--- src/rtl/channel_framer_pkg.sv ---
// Shared defaults, FSM state encodings and the width helper for the channel framer slice.
package channel_framer_pkg;

  localparam int DEFAULT_CHANNEL_WIDTH  = 8;
  localparam int DEFAULT_INPUT_CHANNELS = 32;
  localparam int DEFAULT_FIFO_DEPTH     = 2;

  localparam logic [0:0] IDLE    = 1'b0;
  localparam logic [0:0] COLLECT = 1'b1;

  // Ceiling log2, floored at 1 so single-entry counters/pointers still have a bit.
  function automatic int ceil_log2(input int value);
    int result;
    result = 1;
    while ((1 << result) < value) result++;
    return result;
  endfunction

endpackage

--- src/rtl/framer_fifo.sv ---
// Small circular-buffer FIFO; head is zero while empty, push is accepted when full if a pop coincides.
module framer_fifo
  import channel_framer_pkg::*;
#(
  parameter int WIDTH = 8,
  parameter int DEPTH = 2,
  localparam int CNT_W = ceil_log2(DEPTH + 1),
  localparam int PTR_W = ceil_log2(DEPTH)
) (
  input  logic             clk,
  input  logic             rst,
  input  logic             push,
  input  logic [WIDTH-1:0] push_data,
  input  logic             pop,
  output logic [WIDTH-1:0] head_data,
  output logic             full,
  output logic             empty,
  output logic [CNT_W-1:0] count
);

  logic [WIDTH-1:0] mem [DEPTH];
  logic [PTR_W-1:0] wr_ptr_reg;
  logic [PTR_W-1:0] rd_ptr_reg;
  logic [CNT_W-1:0] count_reg;
  logic             pop_eff;
  logic             push_eff;

  assign empty     = (count_reg == '0);
  assign full      = (count_reg == CNT_W'(DEPTH));
  assign count     = count_reg;
  assign pop_eff   = pop && !empty;
  assign push_eff  = push && (!full || pop_eff);
  assign head_data = empty ? '0 : mem[rd_ptr_reg];

  function automatic logic [PTR_W-1:0] wrap_inc(input logic [PTR_W-1:0] ptr);
    return (ptr == PTR_W'(DEPTH - 1)) ? '0 : ptr + 1'b1;
  endfunction

  always_ff @(posedge clk) begin
    if (push_eff) mem[wr_ptr_reg] <= push_data;
  end

  always_ff @(posedge clk or posedge rst) begin
    if (rst) begin
      wr_ptr_reg <= '0;
      rd_ptr_reg <= '0;
      count_reg  <= '0;
    end else begin
      if (push_eff) wr_ptr_reg <= wrap_inc(wr_ptr_reg);
      if (pop_eff)  rd_ptr_reg <= wrap_inc(rd_ptr_reg);
      case ({push_eff, pop_eff})
        2'b10:   count_reg <= count_reg + 1'b1;
        2'b01:   count_reg <= count_reg - 1'b1;
        default: ;
      endcase
    end
  end

endmodule

--- src/rtl/channel_framer.sv ---
// Assembles INPUT_CHANNELS samples into a frame and queues it for the spatial encoder.
// Define CHANNEL_FRAMER_STATS_EN to add saturating drop/error counters.
module channel_framer
  import channel_framer_pkg::*;
#(
  parameter int CHANNEL_WIDTH  = DEFAULT_CHANNEL_WIDTH,
  parameter int INPUT_CHANNELS = DEFAULT_INPUT_CHANNELS,
  parameter int FIFO_DEPTH     = DEFAULT_FIFO_DEPTH,
  localparam int FRAME_WIDTH   = CHANNEL_WIDTH * INPUT_CHANNELS
) (
  input  logic                     Clk_CI,
  input  logic                     Reset_RI,
  input  logic                     SampleValid_SI,
  input  logic                     FrameStart_SI,
  input  logic [CHANNEL_WIDTH-1:0] Sample_DI,
  output logic                     ValidOut_SO,
  input  logic                     ReadyIn_SI,
  output logic [0:FRAME_WIDTH-1]   Raw_DO,
  output logic                     Overflow_SO,
  output logic                     FrameErr_SO
`ifdef CHANNEL_FRAMER_STATS_EN
  ,
  output logic [15:0]              DropCount_DO,
  output logic [15:0]              ErrCount_DO
`endif
);

  localparam int CNT_W  = ceil_log2(INPUT_CHANNELS);
  localparam int FCNT_W = ceil_log2(FIFO_DEPTH + 1);

  logic [0:0]             state_reg, state_next;
  logic [CNT_W-1:0]       cnt_reg, cnt_next;
  logic [FRAME_WIDTH-1:0] asm_reg, asm_next;
  logic [FRAME_WIDTH-1:0] push_frame_reg;
  logic                   push_reg, push_next;
  logic                   frame_err_reg, frame_err_next;
  logic                   overflow_reg, overflow_next;
  logic                   store_en;
  logic [CNT_W-1:0]       store_idx;
  logic                   fifo_full, fifo_empty, fifo_pop;
  logic [FRAME_WIDTH-1:0] fifo_head;
  logic [FCNT_W-1:0]      fifo_count;

  always_comb begin
    state_next     = state_reg;
    cnt_next       = cnt_reg;
    push_next      = 1'b0;
    frame_err_next = 1'b0;
    store_en       = 1'b0;
    store_idx      = cnt_reg;
    if (SampleValid_SI) begin
      if (FrameStart_SI) begin
        // A start while collecting is a resync: the partial frame is overwritten.
        store_en       = 1'b1;
        store_idx      = '0;
        frame_err_next = (state_reg == COLLECT);
        if (INPUT_CHANNELS == 1) begin
          push_next  = 1'b1;
          state_next = IDLE;
          cnt_next   = '0;
        end else begin
          state_next = COLLECT;
          cnt_next   = CNT_W'(1);
        end
      end else if (state_reg == COLLECT) begin
        store_en = 1'b1;
        if (cnt_reg == CNT_W'(INPUT_CHANNELS - 1)) begin
          push_next  = 1'b1;
          state_next = IDLE;
          cnt_next   = '0;
        end else begin
          cnt_next = cnt_reg + 1'b1;
        end
      end
    end
  end

  // Channel 0 sits at the most significant end of the frame.
  for (genvar gi = 0; gi < INPUT_CHANNELS; gi++) begin : g_chan
    localparam int HI = FRAME_WIDTH - 1 - gi * CHANNEL_WIDTH;
    assign asm_next[HI -: CHANNEL_WIDTH] =
      (store_en && store_idx == CNT_W'(gi)) ? Sample_DI : asm_reg[HI -: CHANNEL_WIDTH];
  end

  assign fifo_pop      = !fifo_empty && ReadyIn_SI;
  assign overflow_next = push_reg && fifo_full && !fifo_pop;

  always_ff @(posedge Clk_CI or posedge Reset_RI) begin
    if (Reset_RI) begin
      state_reg      <= IDLE;
      cnt_reg        <= '0;
      asm_reg        <= '0;
      push_reg       <= 1'b0;
      push_frame_reg <= '0;
      frame_err_reg  <= 1'b0;
      overflow_reg   <= 1'b0;
    end else begin
      state_reg      <= state_next;
      cnt_reg        <= cnt_next;
      asm_reg        <= asm_next;
      push_reg       <= push_next;
      push_frame_reg <= asm_next;
      frame_err_reg  <= frame_err_next;
      overflow_reg   <= overflow_next;
    end
  end

  framer_fifo #(
    .WIDTH (FRAME_WIDTH),
    .DEPTH (FIFO_DEPTH)
  ) u_fifo (
    .clk       (Clk_CI),
    .rst       (Reset_RI),
    .push      (push_reg),
    .push_data (push_frame_reg),
    .pop       (fifo_pop),
    .head_data (fifo_head),
    .full      (fifo_full),
    .empty     (fifo_empty),
    .count     (fifo_count)
  );

  assign ValidOut_SO = !fifo_empty;
  assign Raw_DO      = fifo_head;
  assign Overflow_SO = overflow_reg;
  assign FrameErr_SO = frame_err_reg;

`ifdef CHANNEL_FRAMER_STATS_EN
  logic [15:0] drop_cnt_reg;
  logic [15:0] err_cnt_reg;

  always_ff @(posedge Clk_CI or posedge Reset_RI) begin
    if (Reset_RI) begin
      drop_cnt_reg <= '0;
      err_cnt_reg  <= '0;
    end else begin
      if (overflow_next && drop_cnt_reg != 16'hFFFF) drop_cnt_reg <= drop_cnt_reg + 16'd1;
      if (frame_err_next && err_cnt_reg != 16'hFFFF) err_cnt_reg <= err_cnt_reg + 16'd1;
    end
  end

  assign DropCount_DO = drop_cnt_reg;
  assign ErrCount_DO  = err_cnt_reg;
`endif

endmodule

--- config.mk ---
export PLATFORM = sky130hd
export DESIGN_NAME = channel_framer
export DESIGN_NICKNAME = d
export VERILOG_FILES = /design/src/rtl/channel_framer_pkg.sv /design/src/rtl/framer_fifo.sv /design/src/rtl/channel_framer.sv
export SDC_FILE = /design/constraint.sdc
export NUM_CORES = 1
export LEC_CHECK = 0
export ABC_AREA = 0
export BUFFER_PORTS_ARGS = -buffer_cell sky130_fd_sc_hd__buf_2
export CAP_MARGIN = 25
export CELL_PAD_IN_SITES_DETAIL_PLACEMENT = 0
export CELL_PAD_IN_SITES_GLOBAL_PLACEMENT = 1
export CORE_UTILIZATION = 54
export DETAILED_ROUTE_END_ITERATION = 10
export GPL_ROUTABILITY_DRIVEN = 0
export PLACE_DENSITY = 0.85
export RECOVER_POWER = 100
export SYNTH_ARGS = -nofsm -noshare
export SYNTH_HDL_FRONTEND = slang
export SYNTH_SLANG_ARGS = --single-unit
--- constraint.sdc ---
create_clock -name Clk_CI -period 28.1 [get_ports Clk_CI]
set_input_delay 5.62 -clock Clk_CI [delete_from_list [all_inputs] [get_ports Clk_CI]]
set_output_delay 5.62 -clock Clk_CI [all_outputs]
set_load 0.005 [all_outputs]
==> results.sh <==
export IMPL_synthArstFlopShare_pct=34.4
export IMPL_hold_violations=0
export IMPL_cp_start_kind="flip-flop"
export IMPL_ys_warnings_count=0
export IMPL_dpl_cell_area_um2=31900
export IMPL_grt_use_total_pct=23.1
export IMPL_synth_most_common_cell="edfxtp_1"
export IMPL_critical_path_cell_chain="nor2_4 -> clkbuf_1 -> nor2_1 -> clkbuf_2"
export IMPL_max_cap_violations=18
export IMPL_die_width_um=237
export IMPL_cts_made_buffers=75
export IMPL_slew_viol_final=1047
export IMPL_dr_pass1_iters=5
export IMPL_setup_tns_ns=0
export IMPL_largest_register_ffs=512
export IMPL_antenna_cells=0
export IMPL_p_per_area_nw_per_um2=92.3
export IMPL_arrival_ns=10.72
export IMPL_internal_power_mw=2.27
export IMPL_layout_min_cycle_time_ns=16.34
export IMPL_vias=15600
export IMPL_drt_wl_total_mm=64.4
export IMPL_dp_hpwl_mm=37.7
export IMPL_core_um2=54200
export IMPL_cts_tree="built"
export IMPL_wl_per_cell_um=22.9
export IMPL_vias_per_cell=5.56
export IMPL_synth_area_leader_cell="edfxtp_1"
export IMPL_critPathRequiredTime_ns=22.48
export IMPL_worst_pin_slew_ns=11.22
export IMPL_drt_iter0_drc=1331
export IMPL_synth_top_cell_area_share_pct=51.5
export IMPL_syn_instance_count=1785
export IMPL_ir_drop_mv=0.0670
export IMPL_min_period_over_period_pct=58.1
export IMPL_fmax_mhz=61.2
export IMPL_p_sw_share_pct=27.5
export IMPL_insertion_delay_ns=0.61
export IMPL_port_buffers=271
export IMPL_grt_pass1_wl_mm=96.2
export IMPL_hp_class="reg -> reg"
export IMPL_syn_area_um2=29900
export IMPL_clock_sinks=781
export IMPL_pwr_share_clk_pct=31.7
export IMPL_seqPwrFrac_pct=45.3
export IMPL_crit_type="reg -> out"
export IMPL_final_nets=2068
export IMPL_boundaryPins=272
export IMPL_antenna_found_initial=2
export IMPL_rsz0062_at_grt="false"
export IMPL_grt_pass1_vias=15700
export IMPL_rows=85
export IMPL_fillers=4011
export IMPL_endpoint_kind="output pin"
export IMPL_whs_ns=0.461
export IMPL_synth_edf_count=512
export IMPL_ys_seq_area_share_pct=74.0
export IMPL_die_area_um2=56200
export IMPL_worst_clock_skew_ns=0.0147
export IMPL_antenna_left=0
export IMPL_seq_area_um2=22100
export IMPL_drcViolationCount=0
export IMPL_netlist_top_cells_area="edfxtp_1, dfrtp_1, mux2_2, mux2i_1, nor2_1"
export IMPL_yosysUniqueCellTypes=51
export IMPL_cts_hold_buf=0
export IMPL_drive_gt1_share_pct=22.5
export IMPL_gr_total_overflow=0
export IMPL_cts_root_buf="clkbuf_16"
export IMPL_syn_area_per_cell_um2=16.7
export IMPL_status="finished, violations left"
export IMPL_yosys_top_cells_count="edfxtp_1, dfrtp_1, nor2_1"
export IMPL_final_area_um2=33900
export IMPL_ys_flop_type="edfxtp_1"
export IMPL_clk_pin_slew_ns=0.06
export IMPL_power_frac_comb_pct=23.1
export IMPL_p_sw_mw=0.860
export IMPL_cts_max_level=3
export IMPL_multi_input_area_um2=7160
export IMPL_path_max_fanout=257
export IMPL_crit_family="buffers and inverters"
export IMPL_total_leakage_power_nw=13.8
export IMPL_path_buf_inv=2
export IMPL_syn_to_final_growth_pct=13.7
export IMPL_clockBufferDepth=3
export IMPL_violations="capacitance limit, slew limit"
export IMPL_synth_nets=1801
export IMPL_cts_resized=0
export IMPL_crit_slowest_cell="clkbuf_1"
export IMPL_maxSlewHeadroom_pct=-648
export IMPL_start_util_pct=55.0
export IMPL_ys_ff_latch=781
export IMPL_post_cts_setup_buffers=0
export IMPL_die_h_um=237
export IMPL_critPathMaxStageDelay_ns=7.46
export IMPL_grt_start_max_net_pins=258
export IMPL_final_setup_viol_count=0
[path summary, 6_finish.rpt]
check                                   startpoint                 end  slack [ns]  cells after the start
worst max-delay path               u_fifo.count[0]         Raw_DO[235]       11.76                      4
worst max register to register     u_fifo.count[0]     u_fifo.count[1]       17.92                      8
worst min-delay path            push_frame_reg[51]   u_fifo.mem[1][51]        0.46                      0
min in group asynchronous                 Reset_RI  push_frame_reg[78]        6.45                      2
worst min register to register  push_frame_reg[51]   u_fifo.mem[1][51]        0.46                      0
max in group asynchronous                 Reset_RI  push_frame_reg[93]       16.62                      3
[metal layers]
metal / wire length (um) / track usage (%)
met1: 27400 / 32.0
met2: 32100 / 37.8
met3: 3690 / 4.02
met4: 1160 / 7.04
met5: 23 / 0
[cell usage in the layout, fill, tap and decap left out, drive strengths merged, types with 8 or more instances in the layout]
cell and count:
o21ai 11, buf 27, dfrtp 269, mux2i 256, mux2 248, nand3 12
nand2b 11, nand2 19, o211ai 8, clkbuf 375, clkinv 21, nor2 267
edfxtp 512, nor2b 11, inv 8
[power groups by stage]
stage | clock network (mW) | registers, mW | logic, mW
2_1_floorplan | 0 | 1.39 | 0.449
3_3_place_gp | 0 | 1.43 | 0.682
3_5_place_dp | 0 | 1.44 | 0.693
4_1_cts | 1.01 | 1.42 | 0.697
5_1_grt | 1.05 | 1.43 | 0.786
6_report | 0.992 | 1.42 | 0.722
[through the flow]
stage	cells	setup WS, ns	power, mW	utilization (%)
floorplan	1785	10.87	1.84	-
global placement	2664	19.04	2.11	58.6
detailed placement	2666	19.04	2.13	58.7
CTS	2804	18.37	3.12	63.2
global route	2809	10.16	3.27	62.6
finish	2809	11.76	3.13	62.6
[cell type report]
type                            count  share of cell area (%)
Clock inverter                     31                   0.892
Sequential cell                   781                    65.1
Multi-Input combinational cell    892                    21.1
Timing Repair Buffer              295                    3.98
Inverter                            7                  0.0811
Tap cell                          696                    2.57
Clock buffer                      107                    6.25
[cell families after synthesis]
kind of cell / count (synthesis) / share of synthesized area, %
buffers and inverters: 112 / 1.62
AOI/OAI and AO/OA: 29 / 0.658
xor gates and xnor gates: 5 / 0.147
DFF: 781 / 74.0
muxes: 504 / 18.0
and+or+nand+nor: 351 / 5.37
adders and majority gates: 3 / 0.126
[worst reg2reg max path: cells and delay by family, from the launching register on]
| kind | cells | cell delay, ns |
|---|---|---|
| xor+xnor | 2 | 0.25 |
| fa+ha+maj | 1 | 0.22 |
| buf+inv | 2 | 8.28 |
| flops | 1 | 0.46 |
| simple gates | 3 | 0.88 |
Power figures use the tool's default switching activity.
